### config.mk
export PLATFORM = sky130hd
export DESIGN_NAME = booth_mult_seq
export DESIGN_NICKNAME = d
export VERILOG_FILES = /design/src/rtl/booth_pkg.sv /design/src/rtl/booth_pp_gen.sv /design/src/rtl/booth_mult_seq.sv
export SDC_FILE = /design/constraint.sdc
export NUM_CORES = 1
export LEC_CHECK = 0
export ABC_CLOCK_PERIOD_IN_PS = 6400
export CORE_ASPECT_RATIO = 0.7
export CORE_MARGIN = 2
export CORE_UTILIZATION = 25
export CTS_CLUSTER_SIZE = 16
export DETAILED_ROUTE_END_ITERATION = 10
export GPL_TIMING_DRIVEN = 0
export SYNTH_ARGS = -nofsm -noshare
export SYNTH_HDL_FRONTEND = slang
export SYNTH_SLANG_ARGS = --single-unit
### constraint.sdc
create_clock -name clk -period 6.4 [get_ports clk]
set_input_delay 1.28 -clock clk [delete_from_list [all_inputs] [get_ports clk]]
set_output_delay 1.28 -clock clk [all_outputs]
set_load 0.02 [all_outputs]
### src/rtl/booth_pkg.sv
// Shared types and radix-4 Booth recoding for the sequential multiplier.
package booth_pkg;

    typedef enum logic [1:0] {
        StIdle,
        StBusy,
        StDone
    } state_e;

    // Booth digits held as 3-bit two's complement so they read naturally in waves
    localparam logic [2:0] BD_ZERO = 3'b000;
    localparam logic [2:0] BD_P1   = 3'b001;
    localparam logic [2:0] BD_P2   = 3'b010;
    localparam logic [2:0] BD_M1   = 3'b111;
    localparam logic [2:0] BD_M2   = 3'b110;

    function automatic logic [2:0] booth_recode(input logic [2:0] win);
        logic [2:0] dig;
        dig = BD_ZERO;
        unique case (win)
            3'b000:  dig = BD_ZERO;
            3'b001:  dig = BD_P1;
            3'b010:  dig = BD_P1;
            3'b011:  dig = BD_P2;
            3'b100:  dig = BD_M2;
            3'b101:  dig = BD_M1;
            3'b110:  dig = BD_M1;
            3'b111:  dig = BD_ZERO;
            default: dig = BD_ZERO;
        endcase
        return dig;
    endfunction

endpackage

### src/rtl/booth_pp_gen.sv
// Combinational Booth partial-product generator: d * a_ext for one recoded window.
module booth_pp_gen
    import booth_pkg::*;
#(
    parameter int unsigned WIDTH = 8
) (
    input  logic [2:0]       win,
    input  logic [WIDTH+1:0] a_ext,
    output logic [WIDTH+2:0] pp
);

    logic [WIDTH+2:0] a_sx;
    logic [2:0]       dig;

    assign a_sx = {a_ext[WIDTH+1], a_ext};

    always_comb begin
        dig = booth_recode(win);
        pp  = '0;
        unique case (dig)
            BD_ZERO: pp = '0;
            BD_P1:   pp = a_sx;
            BD_P2:   pp = a_sx << 1;
            BD_M1:   pp = -a_sx;
            BD_M2:   pp = -(a_sx << 1);
            default: pp = '0;
        endcase
    end

endmodule

### src/rtl/booth_mult_seq.sv
// Iterative radix-4 Booth multiplier, one digit per clock, valid/ready on both sides.
module booth_mult_seq
    import booth_pkg::*;
#(
    parameter int unsigned WIDTH = 8
) (
    input  logic               clk,
    input  logic               rst,
    input  logic               in_valid,
    output logic               in_ready,
    input  logic [WIDTH-1:0]   in_a,
    input  logic [WIDTH-1:0]   in_b,
    input  logic               in_signed,
    output logic               out_valid,
    input  logic               out_ready,
    output logic [2*WIDTH-1:0] out_p,
    output logic               busy
);

    localparam int unsigned NDIG = WIDTH / 2 + 1;
    localparam int unsigned CW   = $clog2(NDIG + 1);
    localparam int unsigned AW   = 2 * WIDTH + 4;

    if ((WIDTH % 2) != 0 || WIDTH < 4) begin : gen_bad_width
        $error("booth_mult_seq: WIDTH must be even and >= 4");
    end

    state_e             state_q, state_d;
    logic [WIDTH+1:0]   a_q, a_d;
    // b_ext with the implicit 0 appended below bit 0
    logic [WIDTH+2:0]   b_q, b_d;
    logic [AW-1:0]      acc_q, acc_d;
    logic [CW-1:0]      cnt_q, cnt_d;
    logic [2*WIDTH-1:0] p_q, p_d;

    logic [2:0]         win;
    logic [WIDTH+2:0]   pp;
    logic [AW-1:0]      pp_ext;
    logic [AW-1:0]      acc_sum;
    logic               last_dig;

    assign win      = b_q[{cnt_q, 1'b0} +: 3];
    assign pp_ext   = {{(WIDTH + 1){pp[WIDTH+2]}}, pp};
    assign acc_sum  = acc_q + (pp_ext << {cnt_q, 1'b0});
    assign last_dig = (cnt_q == CW'(NDIG - 1));

    booth_pp_gen #(
        .WIDTH (WIDTH)
    ) u_pp_gen (
        .win   (win),
        .a_ext (a_q),
        .pp    (pp)
    );

    always_comb begin
        state_d = state_q;
        a_d     = a_q;
        b_d     = b_q;
        acc_d   = acc_q;
        cnt_d   = cnt_q;
        p_d     = p_q;
        unique case (state_q)
            StIdle: begin
                if (in_valid) begin
                    a_d     = in_signed ? {{2{in_a[WIDTH-1]}}, in_a} : {2'b00, in_a};
                    b_d     = in_signed ? {{2{in_b[WIDTH-1]}}, in_b, 1'b0}
                                        : {2'b00, in_b, 1'b0};
                    acc_d   = '0;
                    cnt_d   = '0;
                    state_d = StBusy;
                end
            end
            StBusy: begin
                acc_d = acc_sum;
                cnt_d = cnt_q + CW'(1);
                if (last_dig) begin
                    p_d     = acc_sum[2*WIDTH-1:0];
                    state_d = StDone;
                end
            end
            StDone: begin
                if (out_ready) begin
                    state_d = StIdle;
                end
            end
            default: state_d = StIdle;
        endcase
    end

    always_ff @(posedge clk) begin
        if (rst) begin
            state_q <= StIdle;
            a_q     <= '0;
            b_q     <= '0;
            acc_q   <= '0;
            cnt_q   <= '0;
            p_q     <= '0;
        end else begin
            state_q <= state_d;
            a_q     <= a_d;
            b_q     <= b_d;
            acc_q   <= acc_d;
            cnt_q   <= cnt_d;
            p_q     <= p_d;
        end
    end

    assign in_ready  = (state_q == StIdle);
    assign busy      = (state_q == StBusy);
    assign out_valid = (state_q == StDone);
    assign out_p     = p_q;

endmodule

Word level (Yosys, flattened, before mapping)

Memory sizes are Yosys's and may differ from the RTL's.
Index checks and enable logic that the tools add are counted.

Add/subtract/negate cells: 4
Eq/ne operators: 10
Shift-type cells: 2
Muxes and demuxes: 11
Reductions and logical operators: 6

Operators with widths:

| cell                                                                    | number |
|---|---|
| 11-bit one-hot mux with 4 select lines                                  | 1 |
| 20-bit one-hot mux with 2 select lines                                  | 1 |
| 11-bit negator                                                          | 2 |
| 20-bit adder                                                            | 1 |
| 20-bit two-way mux                                                      | 1 |
| 20-bit by 4-bit left shift with 20-bit output                           | 1 |
| 11-bit two-way mux                                                      | 1 |
| 11-bit by 5-bit variable part select with 3-bit output                  | 1 |
| 10-bit two-way mux                                                      | 1 |
| 3-bit == test, second input constant                                    | 3 |
| 2-bit two-way mux                                                       | 3 |
| 2-bit one-hot mux with 3 select lines                                   | 1 |
| 3-bit one-hot mux with 2 select lines                                   | 1 |
| 2-bit AND reduction                                                     | 3 |
| 2-bit by 1-bit inequality test with 1-bit output, second input constant | 2 |
| 3-bit by 1-bit adder with 3-bit output, second input constant           | 1 |
| 3-bit by 1-bit == test with 1-bit output, second input constant         | 1 |
| 3-bit by 2-bit == test with 1-bit output, second input constant         | 1 |
| 3-bit two-way mux                                                       | 1 |
| 3-bit AND reduction                                                     | 1 |
| 2-bit by 1-bit == test with 1-bit output, second input constant         | 1 |
| 2-bit == test, second input constant                                    | 1 |
| 2-bit zero test                                                         | 1 |
| 2-bit inequality test, second input constant                            | 1 |
| 2-bit nonzero test                                                      | 1 |

Register bits: 62
Memory bits (read-only): 24
Memories kept: 1

Memories:

| memory          | depth | width | rd ports | clocked after Yosys merged registers in | wr ports | line            | RTL |
|---|---|---|---|---|---|---|---|
| (no name shown) | 8     | 3     | 1        | 0                                       | 0        | booth_pkg.sv:20 | `unique case (win)` |

Longest topological paths before layout

An unclocked memory read counts as a cell.

Word-level depth: 7
Mapped depth: 28
Gate-level depth less buffers: 24

Cells and area by module

From an unflattened synthesis, not the netlist that was laid out.

Cells, all modules: 499
Area total of the unflattened synthesis: 3858.7 sq um

By module, submodules not included:

| module         | times used | cells each | area an instance (sq um) | seq. area each (sq um) |
|---|---|---|---|---|
| booth_mult_seq | 1          | 424        | 3323.2                   | 1101.1 |
| booth_pp_gen   | 1          | 75         | 535.5                    | 0.0 |

Least setup slack after synthesis

Ideal clock, no wire load.

Path kind: register to register
Start point: reg cnt_q[0]
End point: reg acc_q[14]
Data arrival time: 4.985 ns
Path slack: 1.344 ns
Stages on the path, launching flop included: 22
Period minus slack after synthesis: 5.056 ns
Path through: dfxtp_1 buf_2 buf_1 mux4_2 nand2_1 nand2_1 ha_1 ha_1 xnor2_1 a21oi_1 clkbuf_1 nor3b_1 and3_1 fa_1 a21o_1 a21oi_1 o21ai_1 a2111oi_0 o31ai_1 xor2_1 nand2_1 a21oi_1

Word-level cells in the longest chain between the ends: 7

RTL lines:

| what                                                   | line                  | RTL |
|---|---|---|
| start, declared                                        | booth_mult_seq.sv:33  | `logic [CW-1:0] cnt_q, cnt_d;` |
| start signal, assigned                                 | booth_mult_seq.sv:103 | `cnt_q <= cnt_d;` |
| 11-bit by 5-bit variable part select with 3-bit output | booth_mult_seq.sv:42  | `assign win = b_q[{cnt_q, 1'b0} +: 3];` |
| memory 8 x 3 bit                                       | --                    |  |
| 3-bit == test, or another cell as far along            | booth_pp_gen.sv:20    | `unique case (dig)` |
| 11-bit one-hot mux with 4 select lines                 | booth_pp_gen.sv:20    |  |
| 20-bit by 4-bit left shift with 20-bit output *        | booth_mult_seq.sv:44  | `assign acc_sum = acc_q + (pp_ext << {cnt_q, 1'b0});` |
| 20-bit adder *                                         | booth_mult_seq.sv:44  |  |
| 20-bit one-hot mux with 2 select lines *               | booth_mult_seq.sv:62  | `unique case (state_q)` |
| end signal, assigned                                   | booth_mult_seq.sv:95  | `acc_q <= '0;` |
| end signal, assigned                                   | booth_mult_seq.sv:102 | `acc_q <= acc_d;` |
| end, declared                                          | booth_mult_seq.sv:32  | `logic [AW-1:0] acc_q, acc_d;` |

Mark *: on every way between the ends. The rest lies on a longest branch, timed or not.
A chain may end at the register's enable or synchronous reset.

Worst setup path after layout

Same ends and word-level chain as after synthesis.

==> run summary <==
Clock network power share: 36.4%
EDFF count, synth: 0
Synth Warn #: 0
Core area: 0.0156 mm^2
Setup bufs post-CTS: 0
Peak Freq: 170 MHz
Maximum vdd drop: 0.109 mV
Post-Syn Nets: 589
Startpoint types: flip-flop
Final hold violation count: 0
Net count, final: 634
CTS Root Cell: clkbuf_16
Post-DR vias/cell: 5.12
Flop pwr share: 38.9%
Post-synth top area share: 27.5%
GRT Total Usage: 14.3%
Worst hold path type: reg -> reg
Int Power: 0.633 mW
Count leader, synth: nand2_1
Layout area overhead: 20.4%
Total number of vias: 4049
Final worst-path cycle share: 91.8%
Final setup margin: 526 ps
Avg WL per Cell: 15.0 um
Max Root-Sink Buffers: 2
Final Setup Violations: 0
H-Tree Depth: 2
RSZ-0062 raised after global routing: false
Initial antenna violation count: 0
DIE AREA: 0.0171 mm^2
DRT antenna net count: 0
Final Slew Violations: 0
Layout cells sized above 1: 6.43%
Combinational share of power: 24.6%
Outcome: complete, no violations
CTS tree: done
GPL Wtd Cong: 0.928
Initial Util: 25.7%
Ys flop type: dfxtp_1
Measured slew at the worst slew-check pin: 776 ps
Crit-path max FO: 10
Die X: 155 um
DRC: 0
Vias in the first global route: 3743
Clock Pin Slew Worst Setup and Hold Paths: 80 ps
Pwr Total: 0.924 mW
Crit Path Class: reg -> reg
DP Area: 0.00464 mm^2
Largest net degree at the start of global routing: 18
Fin area: 0.00482 mm^2
Crit-path slowest cell: mux4_2
CP Data Required Time: 6640 ps
Most common cell on crit path: nand2_1
Post-synthesis register bit count: 55
Inserted Diodes: 0
Num CTS Buffers: 5
Initial DRC count: 263
Post-DP HPWL: 9040 um
CTS Sinks: 55
Critical Path, Cell by Cell: buf_2 > clkbuf_2 > mux4_2 > nand2_1 > nand2_1 > ha_1 > buf_2 > clkbuf_1 > clkbuf_1 > a221oi_1 > a311oi_1 > mux2i_1 > nor3_1 > ha_1 > a21o_1 > a21oi_1 > o21ai_1 > a2111oi_1 > o31ai_1 > xor2_1 > nand2_1 > a21oi_1
Synth area leader: dfxtp_1
Register area share after synthesis: 27.5%
IO buf count: 38
Util after Layout: 30.9%
WL final: 11900 um
First-pass GRT wire length: 19300 um
Lkg Pwr: 1.80 nW
Sw Share: 31.5%
Ranking of synthesized cells by area: dfxtp_1 (27%), nand2_1 (9.4%), a21oi_1 (9.1%)
Max-slew headroom: 48.1%
Switching power: 0.291 mW
Worst path max stage delay: 540 ps
Critical Path AT: 6110 ps
Flop2flop setup slack: 530 ps
Setup TNS: 0 ps
Final min period: 5870 ps
Die Span Y: 110 um
FILL cells: 1716
Rows: 38
Mean Syn Cell Area: 7.35 um^2
Critical path endpoint category: flip-flop
# IOs: 40
Post-Synthesis Cells: 545
Most frequent cells after synthesis: nand2_1 (100), a21oi_1 (73), dfxtp_1 (55)
Dpl ws: 347 ps
Clock skew: 11.6 ps
Synth Cell Area: 0.00401 mm^2
Power per cell area: 192 mW/mm^2
Congestion Overflow GR: 0
Async set-or-reset flop fraction in the synthesized netlist: 0%
Critical path buffer and inverter count: 5
DRT Pass-1 Iters: 6
Later-pin clock latency in the skew report: 310 ps
Top delay family on crit path: compound AO/OA/AOI/OAI gates
Cell variety after synth: 64
Max cap viols: 0
## sequential cells by signal (all words and copies together) (netlist names)
signal	cells
out_p	16
acc_q	16
cnt_q	3
a_q	9
b_q	9
state_q	2
## cells by family (layout without fill, tap and decap cells)
kind of cell	after synthesis	in the layout	share of synthesized area [%]
AOI/OAI and AO/OA	155	155	24.8
adders and majority gates	23	23	7.37
buffers and inverters	52	98	5.31
xor gates and xnor gates	12	12	2.62
muxes	17	17	4.69
and+or+nand+nor	231	231	27.7
DFF	55	55	27.5
## metrics by stage
step                      hold WS, ps  cells
after floorplan                   433    545
after global placement            446    783
after detailed placement          446    783
after CTS                         457    791
after global routing              474    791
final                             455    791
## final timing paths
kind                 start  cells past startpoint        end
setup / recovery  cnt_q[0]                     22  acc_q[14]
hold / removal    out_p[3]                      2   out_p[3]
setup reg to reg  cnt_q[0]                     22  acc_q[14]
hold reg to reg   out_p[3]                      2   out_p[3]
## worst reg2reg max path, stage by stage, from the launching register on
cell	delay, ps
dfxtp_1	350
buf_2	220
clkbuf_2	280
mux4_2	540
nand2_1	90
nand2_1	60
ha_1	270
buf_2	180
clkbuf_1	420
clkbuf_1	410
a221oi_1	110
a311oi_1	360
mux2i_1	210
nor3_1	210
ha_1	310
a21o_1	190
a21oi_1	270
o21ai_1	130
a2111oi_1	540
o31ai_1	200
xor2_1	230
nand2_1	90
a21oi_1	140
## power by group through the flow
stage                     registers (mW)  clock network, mW  logic [mW]
after floorplan                    0.365                  0       0.160
after global placement             0.368                  0       0.223
after detailed placement           0.368                  0       0.222
after CTS                          0.360              0.345       0.223
after global routing               0.361              0.359       0.250
final                              0.360              0.337       0.227
## area by class of cell
type	instances	area, um^2	share of cell area (%)
Buffer	39	168	3.48
Tap cell	200	250	5.19
Timing Repair Buffer	38	380	7.89
Inverter	13	48.8	1.01
Multi-Input combinational cell	438	2700	55.9
Clock buffer	6	139	2.88
Clock inverter	2	38.8	0.804
Sequential cell	55	1100	22.8
## timing repair
action                                  CTS  global route
endpoints found under the setup margin    0             6
gates resized for setup                   0             7
hold buffers                              0             0
## cells in the final DEF (no fill, tap or decap), drive strengths merged, types with 6 or more instances in the layout
cell type and count:
a211oi 6, a21oi 73, and3 6, buf 13
clkbuf 32, clkdlybuf4s50 38, dfxtp 55, ha 22
inv 14, mux2i 12, nand2 101, nand2b 8
nand3 22, nor2 33, nor2b 7, nor3 19
o21ai 24, xnor2 7
## layer usage
layer | track usage (%) | wire, um | vias to the layer above | share of wire, %
met1 | 21.6 | 6420 | 1841 | 54
met5 | 0 | 0 | - | 0
met4 | 3.87 | 165 | 0 | 1.4
met2 | 20.1 | 4470 | 133 | 38
met3 | 3.27 | 815 | 18 | 6.9
li1 | - | - | 2057 | -
Note: power is estimated with default switching activity, not from simulation.
